**src/rtl/adder_pkg.sv**
```systemverilog
// Shared definitions for the bit-serial adder: FSM state encoding and default width.
package adder_pkg;

  localparam int ADDER_WIDTH = 8;

  typedef enum logic [1:0] {
    ST_IDLE = 2'd0,
    ST_RUN  = 2'd1,
    ST_DONE = 2'd2
  } state_t;

endpackage

```
**src/rtl/full_adder.sv**
```systemverilog
// Single-bit full adder assembled from two half adders and an OR of their carries.
module full_adder (
  input  logic A,
  input  logic B,
  input  logic Cin,
  output logic S,
  output logic Cout
);

  logic s1;
  logic c1;
  logic c2;

  half_adder u_ha0 (
    .A(A),
    .B(B),
    .S(s1),
    .C(c1)
  );

  half_adder u_ha1 (
    .A(s1),
    .B(Cin),
    .S(S),
    .C(c2)
  );

  // At most one half adder can produce a carry, so OR equals the true carry.
  assign Cout = c1 | c2;

endmodule

```
**src/rtl/half_adder.sv**
```systemverilog
// Single-bit half adder; two of these plus an OR gate form the full-adder cell.
module half_adder (
  input  logic A,
  input  logic B,
  output logic S,
  output logic C
);

  assign S = A ^ B;
  assign C = A & B;

endmodule

```
**src/rtl/serial_adder.sv**
```systemverilog
// Bit-serial adder: adds A + B + Cin one bit per clock, LSB first, through one
// full-adder cell and a carry flip-flop, sequenced by a Start/Busy/Done handshake.
module serial_adder
  import adder_pkg::*;
#(
  parameter int WIDTH = ADDER_WIDTH
) (
  input  logic             CLK,
  input  logic             Reset,
  input  logic             Start,
  input  logic [WIDTH-1:0] A,
  input  logic [WIDTH-1:0] B,
  input  logic             Cin,
  output logic             Busy,
  output logic             Done,
  output logic [WIDTH-1:0] S,
  output logic             Cout,
  output logic             V
);

  localparam int CW = (WIDTH > 1) ? $clog2(WIDTH) : 1;
  localparam logic [CW-1:0] CNT_LAST = CW'(WIDTH - 1);
  localparam logic [CW-1:0] CNT_PEN  = CW'(WIDTH - 2);

  state_t           state;
  state_t           state_next;
  logic [WIDTH-1:0] a_sr;
  logic [WIDTH-1:0] b_sr;
  // Only WIDTH-1 bits are kept; the final bit joins them straight into S.
  logic [WIDTH-2:0] sum_sr;
  logic [WIDTH-1:0] sum_next;
  logic [CW-1:0]    count;
  logic             carry;
  logic             msb_cin;
  logic             s_bit;
  logic             c_next;

  full_adder u_fa (
    .A(a_sr[0]),
    .B(b_sr[0]),
    .Cin(carry),
    .S(s_bit),
    .Cout(c_next)
  );

  assign sum_next = {s_bit, sum_sr};

  // State register.
  always_ff @(posedge CLK) begin
    if (Reset) begin
      state <= ST_IDLE;
    end else begin
      state <= state_next;
    end
  end

  // Next-state logic.
  always_comb begin
    state_next = state;
    case (state)
      ST_IDLE: begin
        if (Start) begin
          state_next = ST_RUN;
        end else begin
          state_next = ST_IDLE;
        end
      end
      ST_RUN: begin
        if (count == CNT_LAST) begin
          state_next = ST_DONE;
        end else begin
          state_next = ST_RUN;
        end
      end
      ST_DONE: state_next = ST_IDLE;
      default: state_next = ST_IDLE;
    endcase
  end

  // Operand capture, bit-serial datapath and result registers.
  always_ff @(posedge CLK) begin
    if (Reset) begin
      a_sr    <= '0;
      b_sr    <= '0;
      sum_sr  <= '0;
      count   <= '0;
      carry   <= 1'b0;
      msb_cin <= 1'b0;
      S       <= '0;
      Cout    <= 1'b0;
      V       <= 1'b0;
    end else begin
      case (state)
        ST_IDLE: begin
          if (Start) begin
            a_sr   <= A;
            b_sr   <= B;
            carry  <= Cin;
            sum_sr <= '0;
            count  <= '0;
          end
        end
        ST_RUN: begin
          a_sr   <= {1'b0, a_sr[WIDTH-1:1]};
          b_sr   <= {1'b0, b_sr[WIDTH-1:1]};
          sum_sr <= sum_next[WIDTH-1:1];
          carry  <= c_next;
          count  <= count + CW'(1);
          // Carry out of bit WIDTH-2 is the carry into the MSB, needed for V.
          if (count == CNT_PEN) begin
            msb_cin <= c_next;
          end
          if (count == CNT_LAST) begin
            S    <= sum_next;
            Cout <= c_next;
            V    <= msb_cin ^ c_next;
          end
        end
        default: begin
        end
      endcase
    end
  end

  assign Busy = (state == ST_RUN);
  assign Done = (state == ST_DONE);

endmodule

```
**config.mk**
```make
export PLATFORM = sky130hd
export DESIGN_NAME = serial_adder
export DESIGN_NICKNAME = d
export VERILOG_FILES = /design/src/rtl/adder_pkg.sv /design/src/rtl/full_adder.sv /design/src/rtl/half_adder.sv /design/src/rtl/serial_adder.sv
export SDC_FILE = /design/constraint.sdc
export NUM_CORES = 1
export LEC_CHECK = 0
export ABC_AREA = 1
export CORE_MARGIN = 5
export CORE_UTILIZATION = 56
export CTS_BUF_LIST = sky130_fd_sc_hd__clkbuf_4 sky130_fd_sc_hd__clkbuf_8 sky130_fd_sc_hd__clkbuf_16
export DETAILED_ROUTE_END_ITERATION = 7
export PLACE_DENSITY_LB_ADDON = 0.1
export SETUP_SLACK_MARGIN = 0.2
export SLEW_MARGIN = 20
export SYNTH_ARGS = -nofsm -noshare
export SYNTH_HDL_FRONTEND = slang
export SYNTH_HIERARCHICAL = 1
export SYNTH_SLANG_ARGS = --single-unit
```
**constraint.sdc**
```tcl
create_clock -name CLK -period 3.3 [get_ports CLK]
set_input_delay 0.495 -clock CLK [delete_from_list [all_inputs] [get_ports CLK]]
set_output_delay 0.495 -clock CLK [all_outputs]
set_load 0.005 [all_outputs]
```
======== Yosys cells after proc, flatten, opt, wreduce, memory -nomap -nowiden ========
Cells that the tools add are included.
storage, ports and cells
  bits in registers ....................... 40
operators by class
  muxes and demuxes ....................... 13
  $add $sub $neg .......................... 1
  equal/unequal tests ..................... 5
  reduce and logical (&&, ||, !) cells .... 5
  bitwise logic cells ..................... 6
operators by type and width
  kind                   number
  $pmux W8 S2            2
  $mux W8                2
  $pmux W7 S2            1
  $mux W7                1
  $eq A3 B3 Y1 const B   2
  $pmux W3 S2            1
  $reduce_and A2 Y1      3
  $pmux W2 S2            1
  $add A3 B1 Y3 const B  1
  $mux W3                1
  $xor A1 B1 Y1          3
  $and A1 B1 Y1          2
  $eq A2 B1 Y1 const B   1
  $eq A2 B2 Y1 const B   1
  $logic_not A2 Y1       1
  $mux W1                2
  $mux W2                1
  $ne A2 B2 Y1 const B   1
  $pmux W1 S2            1
  $reduce_bool A2 Y1     1
  $or A1 B1 Y1           1

======== Logic depth before layout (Yosys ltp) ========
Gate-level depths: netlist of the first run.
  word-level depth ........................ 4
  mapped depth ............................ 8

======== Hierarchy ========
Netlist of the first run, hierarchy kept.
by module, submodules not included
  module        cells an instance  area each (µm²)  times used
  serial_adder  270                1808.0           1
  half_adder    1                  12.5             2
  full_adder    3                  11.3             1

======== Least setup slack after synthesis of the first run ========
OpenSTA, ideal clock, no wires.
  kind .................................... reg-to-reg
  start ................................... register a_sr[0]
  end ..................................... register V
  clock period less this slack ............ 1262 ps
  path buffers ............................ 0
  cell stages (with the launch flop) ...... 8
  slack ................................... 2038 ps
  arrival ................................. 1150 ps
  data required time ...................... 3187 ps
  cells stage by stage .................... dfxtp_1 ha_1 ha_1 inv_1 nand2_1 xor2_1 nor2_1 nor2_1
on the way
  word-level cells in the longest chain between the ends .. 4
ends and longest elaborated chain
  what                    line                 source
  start, declared         serial_adder.sv:27   logic [WIDTH-1:0] a_sr;
  start signal, assigned  serial_adder.sv:104  a_sr <= {1'b0, a_sr[WIDTH-1:1]};
  $xor A1 B1 Y1           half_adder.sv:9      assign S = A ^ B;
  via u_fa.s1             full_adder.sv:10     logic s1;
  $and A1 B1 Y1           half_adder.sv:10     assign C = A & B;
  via u_fa.c2             full_adder.sv:12     logic c2;
  $or A1 B1 Y1            full_adder.sv:29     assign Cout = c1 | c2;
  via c_next              serial_adder.sv:36   logic c_next;
  $xor A1 B1 Y1           serial_adder.sv:116  V <= msb_cin ^ c_next;
  end signal, assigned    serial_adder.sv:116
  end, declared           serial_adder.sv:18   output logic V
The timed path passes the listed nets, and every way through them passes these cells.
A chain may end at the register's enable or synchronous reset.

======== Worst setup path after layout of the first run ========
  start ................................... register state[0]
  end ..................................... output port Busy
on the way
  word-level cells in the longest chain between the ends .. 1
ends and longest elaborated chain
  what                    line                 source
  start, declared         serial_adder.sv:25   state_t state;
  start signal, assigned  serial_adder.sv:53   state <= state_next;
  $eq A2 B1 Y1            serial_adder.sv:125  assign Busy = (state == ST_RUN);
  end, declared           serial_adder.sv:14   output logic Busy,
Every way passes these cells.

==> summary.txt, run 1 <==
CTS
  – Root buffer cell: clkbuf_4
  – # Post-CTS Setup Buffers: 0
  – Num CTS Buffers: 5
  – Num Clock Sinks: 40
  – CTS tree: done
  – H-tree Lvls: 2
  – Post-CTS sizing: 0
  – Clock Pin Slew Worst Setup and Hold Paths: 110 ps
  – Clk Latency, worst-skew pair: 350 ps
  – Clock Path Buffers: 2
  – CTS Hold Buffers Added: 0

GRT
  – Number of global-route vias before repair: 1544
  – Largest net degree at the start of global routing: 28
  – GRT overflow: 0
  – First-pass GRT wire length: 6640 um
  – Total global-route track usage: 0.193
  – Initial antenna violation count: 0

Finish
  – Nets: 328
  – Most common cell after layout, fill and taps aside: nand2_1
  – Most frequent cells in the layout: 107 x nand2_1, 41 x nor2_1, 40 x dfxtp_1, 31 x clkdlybuf4s50_1, 25 x nand3_1
  – Area grow syn2layout: 21.4%
  – Final Non-Filler Cells: 348
  – Layout cell share with drive strength beyond 1: 0.0559
  – N_diodes: 0

STA
  – Final period utilization: 0.683
  – Clock skew: 9.03 ps
  – Fmax achieved: 444 MHz
  – Endpoints failing hold: 0
  – Slew @ Worst Pin: 618 ps
  – Slew HR: 0.586
  – Setup TNS: 0 ps
  – RSZ-0062 raised after global routing: no
  – Fin crit period: 2250 ps
  – # setup viols final: 0
  – Slew Viols, Final: 0

Worst setup path
  – CP Max Fanout: 13
  – CP Data Required Time: approximately 2800 ps
  – Crit Path Class: register to output pin
  – CP Cell Sequence: inv_1, nor2_2, clkdlybuf4s50_1
  – Slowest-stage cell, CP: clkdlybuf4s50_1
  – Worst Setup Start Kind: register
  – CP endpoint kind: output pin
  – CP arrival: 1760 ps
  – Critical Path Max Stage Delay: 600 ps

Yosys
  – Ys Warns: 6
  – Mapped cell area: 1840 um^2
  – Net Count, Synth: 300
  – Top_reg_cell synth: dfxtp_1
  – Synth async-reset ratio: 0
  – Number of distinct library cells after synthesis: 18
  – Sequential fraction of the synthesis area: 0.434
  – Post-synth EDFFs: 0
  – Synthesized flop and latch total: 40
  – Synthesized instance count: 275
  – Avg Cell Area, Syn: about 6.7 um^2

Die
  – Initial Util: 0.594
  – Die X: around 67 um
  – Die Height: 67.4 um
  – Die area: 4540 um^2
  – Rows: 20
  – I/O Pins: 32
  – Core Area: 3100 um^2

Pwr
  – Peak supply drop: 0.399 mV
  – Power Dens Cells: about 450 nW/um^2
  – P_leak: roughly 0.0011 uW

Placed design
  – Placed Cells: 340
  – HPWL after DPL: 2490 um
  – PortBufs: 31
  – GPL Wtd Cong: 0.748

Routing
  – WL/cell: 10.5 um
  – 1st-pass router iterations: 4
  – Post-DRT Antenna Nets: 0
  – # DRC: 0
  – WL final: 3650 um
  – Via density per instance: around 4.8
  – Vias: 1660
  – Initial DRC count: 93

Hold path
  – Hold Crit Class: register to register

Run
  – MaxCap Viol Count: 0

Run status
  – Status: finished, final reports clean
[final timing paths]
check / startpoint / to / slack [ps] / depth (start not counted)
max: state[0] / Busy / 1050 / 3
min: sum_sr[0] / sum_sr[0] / 470 / 2
max reg2reg: state[0] / S[3] / 1530 / 6
min reg2reg: sum_sr[0] / sum_sr[0] / 470 / 2
[metal layers]
metal,vias up,global-route usage,share of wire,routed length [um]
met1,730,0.238,0.47,1720
li1,894,-,-,-
met3,10,0.0399,0.041,149
met2,26,0.318,0.46,1690
met5,-,0,0,0
met4,0,0.0987,0.024,86
[kinds of logic after synthesis]
| family | Yosys count | synth area share |
|---|---|---|
| AOI/OAI and AO/OA | 14 | 0.0441 |
| xor gates and xnor gates | 1 | 0.00475 |
| adders and majority gates | 5 | 0.0339 |
| buffers and inverters | 39 | 0.101 |
| DFF | 40 | 0.434 |
| and+or+nand+nor | 176 | 0.382 |
[metrics by stage]
step                      hold WS, ps  setup WS [ps]  total power, uW  area (um^2)  utilization
after global routing              490            929             1070         2240        0.721
after detailed placement          452           1140              667         2140        0.691
after CTS                         471           1020             1030         2240        0.721
final                             469           1050             1010         2240        0.721
after floorplan                   438           2040              626         1840            -
after global placement            451           1170              663         2140        0.691
[where the power goes]
| part | internal (uW) | total, uW | switching [uW] |
|---|---|---|---|
| logic | 59.6 | 139 | 79.2 |
| registers | 505 | 517 | 11.6 |
| clock network | 201 | 358 | 157 |
[critical path, delay by kind of cell (launching register included)]
family        cells  cell delay (ps)
buf+inv           2              660
flops             1              360
simple gates      1              390
[registers in the layout (all words and copies together) (netlist names)]
name     flops
S            8
V            1
count        3
Cout         1
sum_sr       7
state        2
a_sr         8
msb_cin      1
b_sr         8
carry        1
[cells in the mapped netlist (2+ instances only)]
cell | number | area, um^2
buf_2 | 5 | 25.0
dfxtp_1 | 40 | 801
nand2_1 | 107 | 402
nand3_1 | 25 | 125
nor2_1 | 41 | 154
inv_1 | 24 | 90.1
inv_2 | 2 | 7.51
buf_6 | 3 | 33.8
clkbuf_1 | 2 | 7.51
buf_4 | 3 | 22.5
a21oi_1 | 12 | 60.1
ha_1 | 5 | 62.6
[layout make-up]
class                   count  area, um^2
well taps                  44        55.1
multi-input cells         196         857
clock buffers               7        65.1
clock inverters             1        30.0
flip-flops and latches     40         801
fillers                   291         865
inverters                  26        97.6
repair buffers             34         333
Power figures use the tool's default switching activity.
==> run 2: changes to the inputs <==
--- a/config.mk
+++ b/config.mk
@@ -7,7 +7,7 @@
 export LEC_CHECK = 0
 export ABC_AREA = 1
 export CORE_MARGIN = 5
-export CORE_UTILIZATION = 56
+export CORE_UTILIZATION = 47
 export CTS_BUF_LIST = sky130_fd_sc_hd__clkbuf_4 sky130_fd_sc_hd__clkbuf_8 sky130_fd_sc_hd__clkbuf_16
 export DETAILED_ROUTE_END_ITERATION = 7
 export PLACE_DENSITY_LB_ADDON = 0.1
==> constraint.sdc (replaced) <==
create_clock -name CLK -period 1.85 [get_ports CLK]
set_input_delay 0.2775 -clock CLK [delete_from_list [all_inputs] [get_ports CLK]]
set_output_delay 0.2775 -clock CLK [all_outputs]
set_load 0.005 [all_outputs]
==> run 2 against run 1 <==
Sequential cell count unchanged. Global-route usage down 4.3 points. Sequential share of layout area down 1.4 points. Sequential power up 78%. Die area up 16%. Clock skew down 1.7 ps. Largest power group unchanged. Highest routed layer unchanged.
==> summary.txt, run 2 (same netlist as run 1, synthesis figures left out) <==
Run status
  – Status: finished, final reports clean

GRT
  – Largest net degree at the start of global routing: 33
  – Total global-route track usage: 0.150
  – Initial antenna violation count: 0
  – First-pass GRT wire length: 6290 um
  – GRT overflow: 0
  – Number of global-route vias before repair: 1412

STA
  – Worst Hold Slack: between 400 and 500 ps
  – Slew Viols, Final: 0
  – Endpoints failing hold: 0
  – Fmax achieved: 676 MHz
  – Clock skew: 7.34 ps
  – # setup viols final: 0
  – Slew HR: 0.683
  – Fin crit period: between 1000 and 1500 ps
  – Final period utilization: 0.800
  – RSZ-0062 raised after global routing: no
  – Slew @ Worst Pin: 475 ps
  – Setup TNS: 0 ps

CTS
  – # Post-CTS Setup Buffers: 0
  – CTS tree: done
  – Num CTS Buffers: 5
  – Clock Pin Slew Worst Setup and Hold Paths: 80 ps
  – Clock Path Buffers: 2
  – Num Clock Sinks: 40
  – Clk Latency, worst-skew pair: 290 ps
  – Root buffer cell: clkbuf_8
  – H-tree Lvls: 2
  – CTS Hold Buffers Added: 0

Worst setup path
  – CP endpoint kind: register
  – Crit Path Class: register to register
  – CP Max Fanout: 13
  – Worst Setup Start Kind: register
  – CP arrival: 1720 ps
  – CP Data Required Time: approximately 2100 ps
  – R2R setup slack: 370 ps

Pwr
  – P_leak: around 0.0011 uW
  – Internal: 1440 uW
  – Clock share of power: 0.376
  – Power Dens Cells: 814 nW/um^2
  – Peak supply drop: 0.492 mV
  – Reg power frac: 0.485
  – Switching Share: 0.243
  – Net load switching power: between 400 and 500 uW
  – Overall power: 1900 uW
  – Combinational Power Share: 0.139

Die
  – Die area: 5280 um^2
  – Rows: 22
  – Die Height: 72.6 um
  – I/O Pins: 32
  – Initial Util: 0.493
  – Core Area: about 3700 um^2
  – Die X: 72.6 um

Routing
  – Initial DRC count: 74
  – Vias: 1647
  – WL final: roughly 3800 um
  – Post-DRT Antenna Nets: 0
  – # DRC: 0
  – 1st-pass router iterations: 4
  – Via density per instance: 4.61
  – WL/cell: approximately 11 um

Finish
  – Area grow syn2layout: 26.5%
  – Layout cell share with drive strength beyond 1: 0.0744
  – Nets: 333
  – Most frequent cells in the layout: 107 x nand2_1, 41 x nor2_1, 39 x dfxtp_1, 29 x clkdlybuf4s50_1, 25 x nand3_1
  – Largest registers: S: 8 flops, a_sr: 8 flops, b_sr: 8 flops
  – Final Non-Filler Cells: 357
  – Most common cell after layout, fill and taps aside: nand2_1
  – Finished Cell Area: 2330 um^2
  – N_diodes: 0

Placed design
  – HPWL after DPL: 2570 um
  – GPL Wtd Cong: 0.746
  – PortBufs: 31
  – Dpl cell area: 2210 um^2
  – Placed Cells: 349

Run
  – MaxCap Viol Count: 0

Hold path
  – Hold Crit Class: register to register
run 2: timing repair:
item / CTS / global route
gates resized for setup: 4 / 1
endpoints found under the setup margin: 2 / 1
cloned: 0 / 0
endpoints found under the hold margin: 0 / 0
run 2: path summary, 6_finish.rpt:
check	endpoint	cells past startpoint	startpoint
worst min register to register	sum_sr[0]	2	sum_sr[0]
worst min-delay path	sum_sr[0]	2	sum_sr[0]
worst max register to register	S[1]	6	count[0]
worst max-delay path	S[1]	6	count[0]
run 2: stage by stage:
stage / worst slack [ps] / utilization
CTS: 186 / 0.622
global route: 212 / 0.623
detailed placement: 385 / 0.591
floorplan: 588 / -
finish: 370 / 0.623
global placement: 403 / 0.591
run 2: per-layer routing:
layer | global-route usage | vias to the layer above | wire length (um)
met3 | 0.0496 | 4 | 142
met4 | 0.0430 | 0 | 36
met5 | 0 | - | 0
li1 | - | 899 | -
met1 | 0.202 | 725 | 1900
met2 | 0.230 | 19 | 1670
run 2: power by group through the flow:
| stage | Clock (uW) | Combinational [uW] | Sequential (uW) |
|---|---|---|---|
| after floorplan | 0 | 180 | 937 |
| after global placement | 0 | 264 | 941 |
| after detailed placement | 0 | 266 | 942 |
| after CTS | 733 | 269 | 921 |
| after global routing | 767 | 304 | 926 |
| final | 713 | 264 | 921 |
run 2: area by class of cell:
type	instances	area, um^2
fillers	370	1410
multi-input cells	196	862
flip-flops and latches	40	802
repair buffers	39	397
inverters	26	100
clock buffers	6	76.3
well taps	48	60.1
clock inverters	2	35.0
run 2: worst max-delay path, stage by stage, from the launching register on:
cell and delay, ps:
dfxtp_1 360, ha_1 160, ha_1 160, nand2_1 300
nor2_4 310, nand2_1 90, nand2_1 60
